==> config.mk <==
export PLATFORM = sky130hd
export DESIGN_NAME = frame_update_arbiter
export DESIGN_NICKNAME = d
export VERILOG_FILES = /design/src/rtl/frame_update_arbiter.sv
export SDC_FILE = /design/constraint.sdc
export NUM_CORES = 1
export LEC_CHECK = 0
export ABC_AREA = 1
export CORE_MARGIN = 3
export CORE_UTILIZATION = 55
export CTS_CLUSTER_SIZE = 8
export DETAILED_ROUTE_END_ITERATION = 7
export PLACE_DENSITY = 0.94
export SYNTH_ARGS = -nofsm -noshare
export SYNTH_HDL_FRONTEND = slang
export SYNTH_SLANG_ARGS = --single-unit
==> constraint.sdc <==
create_clock -name clk -period 4.6 [get_ports clk]
set_clock_uncertainty 0.2 [all_clocks]
set_input_delay 1.38 -clock clk [delete_from_list [all_inputs] [get_ports clk]]
set_output_delay 1.38 -clock clk [all_outputs]
set_load 0.1 [all_outputs]
==> src/rtl/frame_update_arbiter.sv <==
// Vblank-gated round-robin arbiter granting frame-buffer update slots, one per requester per frame.
// Define FRAME_UPDATE_WATCHDOG_EN to compile in a grant watchdog that revokes stalled grants.
module frame_update_arbiter #(
  parameter int unsigned N_REQ   = 4,
  parameter int unsigned TIMEOUT = 64
) (
  input  logic             clk,
  input  logic             rst,
  input  logic             vblnk_in,
  input  logic [N_REQ-1:0] req,
  input  logic [N_REQ-1:0] done,
  output logic [N_REQ-1:0] grant,
  output logic             frame_tick,
  output logic             aborted,
  output logic             timeout_err,
  output logic [7:0]       frame_cnt
);

  localparam int unsigned IDX_W = (N_REQ > 1) ? $clog2(N_REQ) : 1;
  localparam int unsigned SUM_W = IDX_W + 1;

  typedef enum logic [1:0] {IDLE, ARB, GRANT} state_t;

  state_t           state_q, state_n;
  logic             vblnk_d;
  logic             rise, fall;
  logic [IDX_W-1:0] ptr_q, ptr_n;
  logic [IDX_W-1:0] gidx_q, gidx_n, gidx_inc, pick;
  logic [N_REQ-1:0] served_q, served_n;
  logic [N_REQ-1:0] grant_n, cand, cand_rot;
  logic [SUM_W-1:0] off, sum;
  logic             found, done_hit;
  logic             tick_n, abort_n;
  logic [7:0]       cnt_n;

`ifdef FRAME_UPDATE_WATCHDOG_EN
  localparam int unsigned WD_W = 10;
  logic [WD_W-1:0] wd_q, wd_n;
  logic            terr_n, wd_expired;
  assign wd_expired = (wd_q == WD_W'(TIMEOUT - 1));
`endif

  assign rise = vblnk_in & ~vblnk_d;
  assign fall = ~vblnk_in & vblnk_d;

  // Candidates rotated so bit 0 is the requester at the priority pointer.
  assign cand     = req & ~served_q;
  assign cand_rot = N_REQ'({cand, cand} >> ptr_q);

  always_comb begin : pick_first
    found = 1'b0;
    off   = '0;
    for (int k = N_REQ - 1; k >= 0; k--) begin
      if (cand_rot[k[IDX_W-1:0]]) begin
        found = 1'b1;
        off   = SUM_W'(k);
      end
    end
  end

  assign sum      = SUM_W'(ptr_q) + off;
  assign pick     = (sum >= SUM_W'(N_REQ)) ? IDX_W'(sum - SUM_W'(N_REQ)) : IDX_W'(sum);
  assign gidx_inc = (gidx_q == IDX_W'(N_REQ - 1)) ? '0 : gidx_q + IDX_W'(1);
  assign done_hit = |(done & grant);

  always_comb begin : next_state
    state_n  = state_q;
    ptr_n    = ptr_q;
    served_n = served_q;
    gidx_n   = gidx_q;
    grant_n  = grant;
    tick_n   = 1'b0;
    abort_n  = 1'b0;
    cnt_n    = frame_cnt;
`ifdef FRAME_UPDATE_WATCHDOG_EN
    wd_n     = wd_q;
    terr_n   = timeout_err;
`endif
    if (rise) begin
      // New frame: restart the served set, keep the pointer for fairness across frames.
      state_n  = ARB;
      tick_n   = 1'b1;
      cnt_n    = frame_cnt + 8'd1;
      served_n = '0;
      grant_n  = '0;
    end else begin
      case (state_q)
        IDLE: state_n = IDLE;
        ARB: begin
          if (!vblnk_in) begin
            state_n = IDLE;
          end else if (found) begin
            state_n = GRANT;
            gidx_n  = pick;
            grant_n = N_REQ'(1) << pick;
`ifdef FRAME_UPDATE_WATCHDOG_EN
            wd_n    = '0;
`endif
          end
        end
        GRANT: begin
          if (done_hit) begin
            grant_n  = '0;
            served_n = served_q | grant;
            ptr_n    = gidx_inc;
            state_n  = fall ? IDLE : ARB;
          end else if (fall) begin
            grant_n = '0;
            abort_n = 1'b1;
            state_n = IDLE;
          end
`ifdef FRAME_UPDATE_WATCHDOG_EN
          else if (wd_expired) begin
            grant_n  = '0;
            served_n = served_q | grant;
            ptr_n    = gidx_inc;
            terr_n   = 1'b1;
            state_n  = ARB;
          end else begin
            wd_n = wd_q + WD_W'(1);
          end
`endif
        end
        default: state_n = IDLE;
      endcase
    end
  end

  always_ff @(posedge clk or negedge rst) begin : state_reg
    if (!rst) state_q <= IDLE;
    else      state_q <= state_n;
  end

  always_ff @(posedge clk or negedge rst) begin : data_regs
    if (!rst) begin
      vblnk_d    <= 1'b0;
      grant      <= '0;
      frame_tick <= 1'b0;
      aborted    <= 1'b0;
      frame_cnt  <= '0;
      ptr_q      <= '0;
      gidx_q     <= '0;
      served_q   <= '0;
    end else begin
      vblnk_d    <= vblnk_in;
      grant      <= grant_n;
      frame_tick <= tick_n;
      aborted    <= abort_n;
      frame_cnt  <= cnt_n;
      ptr_q      <= ptr_n;
      gidx_q     <= gidx_n;
      served_q   <= served_n;
    end
  end

`ifdef FRAME_UPDATE_WATCHDOG_EN
  always_ff @(posedge clk or negedge rst) begin : wd_regs
    if (!rst) begin
      wd_q        <= '0;
      timeout_err <= 1'b0;
    end else begin
      wd_q        <= wd_n;
      timeout_err <= terr_n;
    end
  end
`else
  assign timeout_err = 1'b0;
`endif

endmodule

==> qor.yml, run 1 <==
r2r_end: "grant[0]$_DFFE_PN0P_"
max_slew_margin_pct: 25.4
cellPowerDensity_nw_per_um2: 648
track_usage_pct: 19.9
holdPathStages: 1
hold_class: "reg -> reg"
cp_slowest_cell: "clkdlybuf4s50_1"
drt-total-wl_um: 3020
critPathArrivalTime_ns: 1.93
syn_to_final_growth_pct: 20.4
cts_max_level: 1
synth_top_family_by_area: "simple AND/OR/NAND/NOR gates"
synth_mux_area_share_pct: 0
synth_xor_area_share_pct: 4.27
critical_path_depth: 1
grt_pass1_wl_um: 5200
hp-start: "frame_cnt[7]$_DFFE_PN0P_"
drv_cap: 0
period_share_pct: 76.3
die_w_um: 57.1
layout.nets: 213
initial_utilization_pct: 61.3
synth_area_um2: 1440
path_delay_family: "buffers and inverters"
layout.cells.most_common_list: "30 x nand2_1, 25 x dfrtp_1, 24 x clkdlybuf4s50_1, 18 x inv_1"
drive_gt1_share_pct: 16.1
dp_hpwl_um: 2380
slowest_delay_ns: 1.17
finalSetupViolations: 0
leakagePower_uw: 0.000828
worstPathCellList: "clkdlybuf4s50_1"
dpl-instance-area_um2: 1700
dpl.cell_count: 217
fmax_mhz: 285
num_antenna_cells: 0
overflow: 0
pin_count: 26
cp_num_buf_inv: 1
grt_max_degree: 26
holdBufCountCts: 0
syn-num-nets: 186
worst_slew_pin_slew_ns: 1.12
rows: 17
rsz0062_at_grt: "no"
drt-initial-drc-count: 49
clockRootBuffer: "clkbuf_4"
synth_compound_area_share_pct: 7.06
grt_antenna_before_repair: 0
crit_path_max_fanout: 5
worstSetupStartpoint: "frame_cnt[4]$_DFFE_PN0P_"
avgSynthCellArea_um2: 8.59
clock_path_buffers: 2
cts_setup_buffers: 0
crit_type: "reg -> out"
layoutNonFillerInstCount: 221
synth.distinct_cells: 28
worstSetupEndpointType: "primary output"
yosysWarnings: 0
startpoint_type: "register"
drv_slew: 0
status: "complete, no violations"
r2r_setup_slack_ns: 2.34
synthCells: 167
rr_worst_depth: 13
drtPass1Iterations: 4
die_y_um: 57.1
clk_pin_slew_worst_paths_ns: 0.14
finalCriticalPeriod_ns: 3.51
final_hold_viol_count: 0
fp.coreArea_um2: 2340
final_common_cell: "nand2_1"
finalInstanceArea_um2: 1730
seq_area_frac_synth_pct: 43.6
via_per_inst: 5.31
wl_per_cell_um: 13.6
numCtsBuffers: 3
placement.io_buffers: 24
ir_drop_v: 0.000658
cts_sinks: 25
holdWs_ns: 0.287
cts_resized: 0
synth_fa_ha_area_share_pct: 6.97
crit_required_ns: 3.02
fillers: 178
yosys.area_share.simple_pct: 31.2
clk-insertion-delay-late_ns: 0.32
ys_ff_latch: 25
drtAntennaViolNets: 0
grt_pass1_vias: 1188
r2r-start: "ptr_q[0]$_DFFE_PN0P_"
drc: 0
endpoint: "frame_cnt[4]"
cts_tree: "yes"
gp_congestion: 0.960
routed-via-count: 1174
dieArea_um2: 3260
fin_setup_tns_ns: 0
## cell families (layout without fill, tap and decap cells)
logic type,count (synthesis),after routing
other,1,1
xor gates and xnor gates,7,7
DFF,25,25
AOI/OAI and AO/OA,17,17
and+or+nand+nor,85,85
buffers and inverters,24,50
adders and majority gates,8,8
## worst min-delay path by stage
stage / end
4_1_cts: frame_cnt[7]$_DFFE_PN0P_
6_report: frame_cnt[7]$_DFFE_PN0P_
5_1_grt: frame_cnt[7]$_DFFE_PN0P_
2_1_floorplan: state_q[1]$_DFFE_PN0P_
3_3_place_gp: frame_cnt[7]$_DFFE_PN0P_
3_5_place_dp: frame_cnt[7]$_DFFE_PN0P_
## state kept, by name (all words and copies together) (netlist names)
name	flops
aborted	1
served_q	4
state_q	2
ptr_q	2
frame_cnt	8
gidx_q	2
grant	4
frame_tick	1
vblnk_d	1
## metal layers
| layer | vias to the layer above | GRT usage, % | wire, um |
|---|---|---|---|
| met4 | 0 | 6.29 | 12 |
| met3 | 2 | 2.26 | 59 |
| met2 | 16 | 35.9 | 1630 |
| met1 | 560 | 24.6 | 1310 |
| met5 | - | 0 | 0 |
| li1 | 596 | - | - |
## area by class of cell
type	instances	area (um^2)	share of cell area (%)
Clock inverter	1	7.51	0.434
Sequential cell	25	626	36.2
Tap cell	28	35.0	2.03
Clock buffer	3	22.5	1.30
Inverter	22	82.6	4.78
Multi-Input combinational cell	118	714	41.3
Timing Repair Buffer	24	240	13.9
## synthesized netlist by cell type, drive strengths merged
master	count	area [um^2]
xnor2	3	26.3
nor2	15	66.3
ha	8	100
or2	1	6.26
conb	1	3.75
a21oi	7	35.0
o21ai	7	42.5
and2	1	6.26
a22o	1	8.76
nor3	1	5.00
a21boi	1	7.51
xor2	4	35.0
nand4	6	37.5
a22oi	1	7.51
nand2	41	191
nand3	20	135
inv	22	82.6
buf	2	12.5
dfrtp	25	626
## where the power goes
group          switching [uW]  leakage (uW)  internal (uW)  total, uW
Clock                    66.6     0.0000139           33.2       99.8
Combinational             493      0.000496            194        687
Sequential               61.6      0.000318            271        332
Total                     621      0.000828            498       1120
## through the flow
step / setup WS [ns] / util, % / power, uW
2_1_floorplan: 1.72 / - / 870
3_5_place_dp: 0.963 / 72.6 / 1020
5_1_grt: 1.04 / 73.9 / 1190
3_3_place_gp: 1.00 / 72.6 / 998
6_report: 1.09 / 73.9 / 1120
4_1_cts: 1.07 / 73.9 / 1130
No activity file was read; power rests on OpenSTA's default activity.
==> run 2, diff against run 1 <==
- CORE_UTILIZATION: 55 -> 51
- PLACE_DENSITY: 0.94 -> 0.89
- clock period: 4.6 -> 3.25 ns (I/O delays scaled with it)
==> run 2 against run 1 <==
  * Routed wire length about the same
  * Cell count increased by 1.8%
  * Sequential cell count unchanged
  * Combinational power increased by 40%
  * Utilization decreased by 7.4 points
  * Sequential power increased by 43%
  * Critical path type is now in -> reg
  * Die area increased by 7.0%
  * Register-to-register slack got worse by 1.4 ns
  * Worst setup slack got worse by 0.65 ns
  * Non-clock buffer count increased by 2
==> qor.yml, run 2 (synthesis results as in run 1) <==
dpl.cell_count: 221  # was 217
drtPass1Iterations: 4  # unchanged
gp_congestion: 0.910  # was 0.960
drtAntennaViolNets: 0  # unchanged
placement.io_buffers: 24  # unchanged
clk-insertion-delay-late_ns: 0.32  # about the same
worstSetupStartpoint: "req[1]"  # was frame_cnt[4]$_DFFE_PN0P_
leakagePower_uw: 0.000861  # was 0.000828 uW
dp_hpwl_um: 2370  # was 2380 um
critPathArrivalTime_ns: 2.88  # was 1.93 ns
startpoint_type: "input pin"  # was register
dr_wl_met2_um: 1550  # was 1630 um
crit_path_max_fanout: 3  # was 5
p_total_uw: 1570  # was 1120 uW
wl_met1_um: 1310  # about the same
wl_per_cell_um: 13.4  # was 13.6 um
cts_resized: 0  # unchanged
drv_cap: 0  # unchanged
finalCriticalPeriod_ns: 2.81
layout.cells.most_common_list: "30 x nand2_1, 25 x dfrtp_1, 18 x inv_1, 16 x buf_4"  # was 30 x nand2_1, 25 x dfrtp_1, 24 x clkdlybuf4s50_1, 18 x inv_1
clkPwrFrac_pct: 8.9  # about the same
pin_count: 26  # unchanged
die_w_um: 59.0  # was 57.1 um
power_frac_seq_pct: 30.1  # was 29.7%
syn_to_final_growth_pct: 18.9  # was 20.4%
drive_gt1_share_pct: 23.6  # was 16.1%
drt-initial-drc-count: 63  # was 49
overflow: 0  # unchanged
worstSetupEndpointType: "register"  # was primary output
grt_pass1_wl_um: 5150  # was 5200 um
top_regs: "frame_cnt: 8 flops, grant: 4 flops, served_q: 4 flops"  # unchanged
cellPowerDensity_nw_per_um2: 922  # was 648 nW/um^2
highest_layer: "met4"  # unchanged
power.switching_uw: 881  # was 621 uW
routed-via-count: 1208  # was 1174
track_usage_pct: 19.1  # was 19.9%
r2r-start: "ptr_q[0]$_DFFE_PN0P_"  # unchanged
status: "complete, no violations"  # unchanged
grt_max_degree: 26  # unchanged
drt-total-wl_um: 3010  # was 3020 um
cts_setup_buffers: 0  # unchanged
num_antenna_cells: 0  # unchanged
largest_reg_flops: 8  # unchanged
p_sw_share_pct: 56.0  # was 55.5%
rr_worst_depth: 14  # was 13
hp-start: "frame_cnt[7]$_DFFE_PN0P_"  # unchanged
finalSetupViolations: 0  # unchanged
fillers: 218  # was 178
ir_drop_v: 0.00112  # was 0.000658 V
final_hold_viol_count: 0  # unchanged
cts_sinks: 25  # unchanged
rows: 18  # was 17
drc: 0  # unchanged
drv_slew: 0  # unchanged
grt_pass1_vias: 1203  # was 1188
holdBufCountCts: 0  # unchanged
fmax_mhz: 355
clk_pin_slew_worst_paths_ns: 0.13  # was 0.14 ns
cts_tree: "yes"  # unchanged
rsz0062_at_grt: "no"  # unchanged
fin_setup_tns_ns: 0  # unchanged
p_int_uw: 692  # was 498 uW
fp.coreArea_um2: 2570  # was 2340 um^2
top_register: "frame_cnt"  # unchanged
dpl-instance-area_um2: 1680  # was 1700 um^2
period_share_pct: 86.6
cts_max_level: 1  # unchanged
met3_length_um: 130  # was 59 um
layout.nets: 215  # was 213
initial_utilization_pct: 55.9  # was 61.3%
numCtsBuffers: 3  # unchanged
finalInstanceArea_um2: 1710  # was 1730 um^2
clockRootBuffer: "clkbuf_4"  # unchanged
dieArea_um2: 3490  # was 3260 um^2
clock_path_buffers: 2  # unchanged
p_comb_share_pct: 61.0  # was 61.4%
layoutNonFillerInstCount: 225  # was 221
final_common_cell: "nand2_1"  # unchanged
holdPathStages: 1  # unchanged
hold_class: "reg -> reg"  # unchanged
die_y_um: 59.0  # was 57.1 um
via_per_inst: 5.37  # was 5.31
grt_antenna_before_repair: 0  # unchanged
crit_required_ns: 3.32  # was 3.02 ns
crit_type: "in -> reg"  # was reg -> out
[run 2: changes by cell type in the layout (fill, tap and decap cells not counted), sizes merged]
| cell | previous run | this run |
|---|---|---|
| clkinvlp | 1 | 0 |
| buf | 0 | 16 |
| clkbuf | 3 | 4 |
| clkdlybuf4s50 | 24 | 10 |
[run 2: routing by layer]
metal  track usage [%]  vias up
li1                  -      595
met2              33.4       34
met1              25.2      575
met3              4.58        4
met5                 0        -
met4             0.971        0
[run 2: per-stage QoR]
stage | hold slack, ns | setup slack [ns] | utilization (%)
4_1_cts | 0.291 | 0.442 | 66.5
6_report | 0.289 | 0.437 | 66.5
2_1_floorplan | 0.284 | 0.771 | -
3_5_place_dp | 0.270 | 0.114 | 65.4
3_3_place_gp | 0.262 | 0.200 | 65.4
5_1_grt | 0.322 | 0.295 | 66.5
[run 2: worst paths after layout]
path	endpoint	slack, ns
hold reg to reg	frame_cnt[7]$_DFFE_PN0P_	0.29
max in group asynchronous	grant[0]$_DFFE_PN0P_	1.82
setup / recovery	grant[0]$_DFFE_PN0P_	0.44
setup reg to reg	grant[0]$_DFFE_PN0P_	0.97
min in group asynchronous	ptr_q[0]$_DFFE_PN0P_	0.79
hold / removal	frame_cnt[7]$_DFFE_PN0P_	0.29
[run 2: cell type report]
| class | instances | area (um^2) | share of cell area [%] |
|---|---|---|---|
| Clock buffer | 4 | 26.3 | 1.54 |
| Sequential cell | 25 | 626 | 36.7 |
| Tap cell | 30 | 37.5 | 2.20 |
| Multi-Input combinational cell | 118 | 714 | 41.9 |
| Timing Repair Buffer | 26 | 220 | 12.9 |
| Inverter | 22 | 82.6 | 4.84 |
[run 2: power groups by stage]
stage | sequential [uW] | clock (uW) | combinational, uW
floorplan | 786 | 0 | 445
finish | 474 | 140 | 960
global route | 486 | 153 | 1030
detailed placement | 478 | 0 | 956
CTS | 472 | 141 | 960
global placement | 468 | 0 | 931
[run 2: worst max-delay path: stages]
cell and delay, ns:
clkdlybuf4s50_1 0.44, nand3_1 0.12, nand3_1 0.11, nand2_2 0.12, nand3_1 0.07, a21boi_0 0.17
ha_1 0.19, xor2_1 0.22, inv_1 0.06, nand3_1 0.10, nand2_2 0.08, inv_2 0.07
nand4_1 0.07, nand2_1 0.08
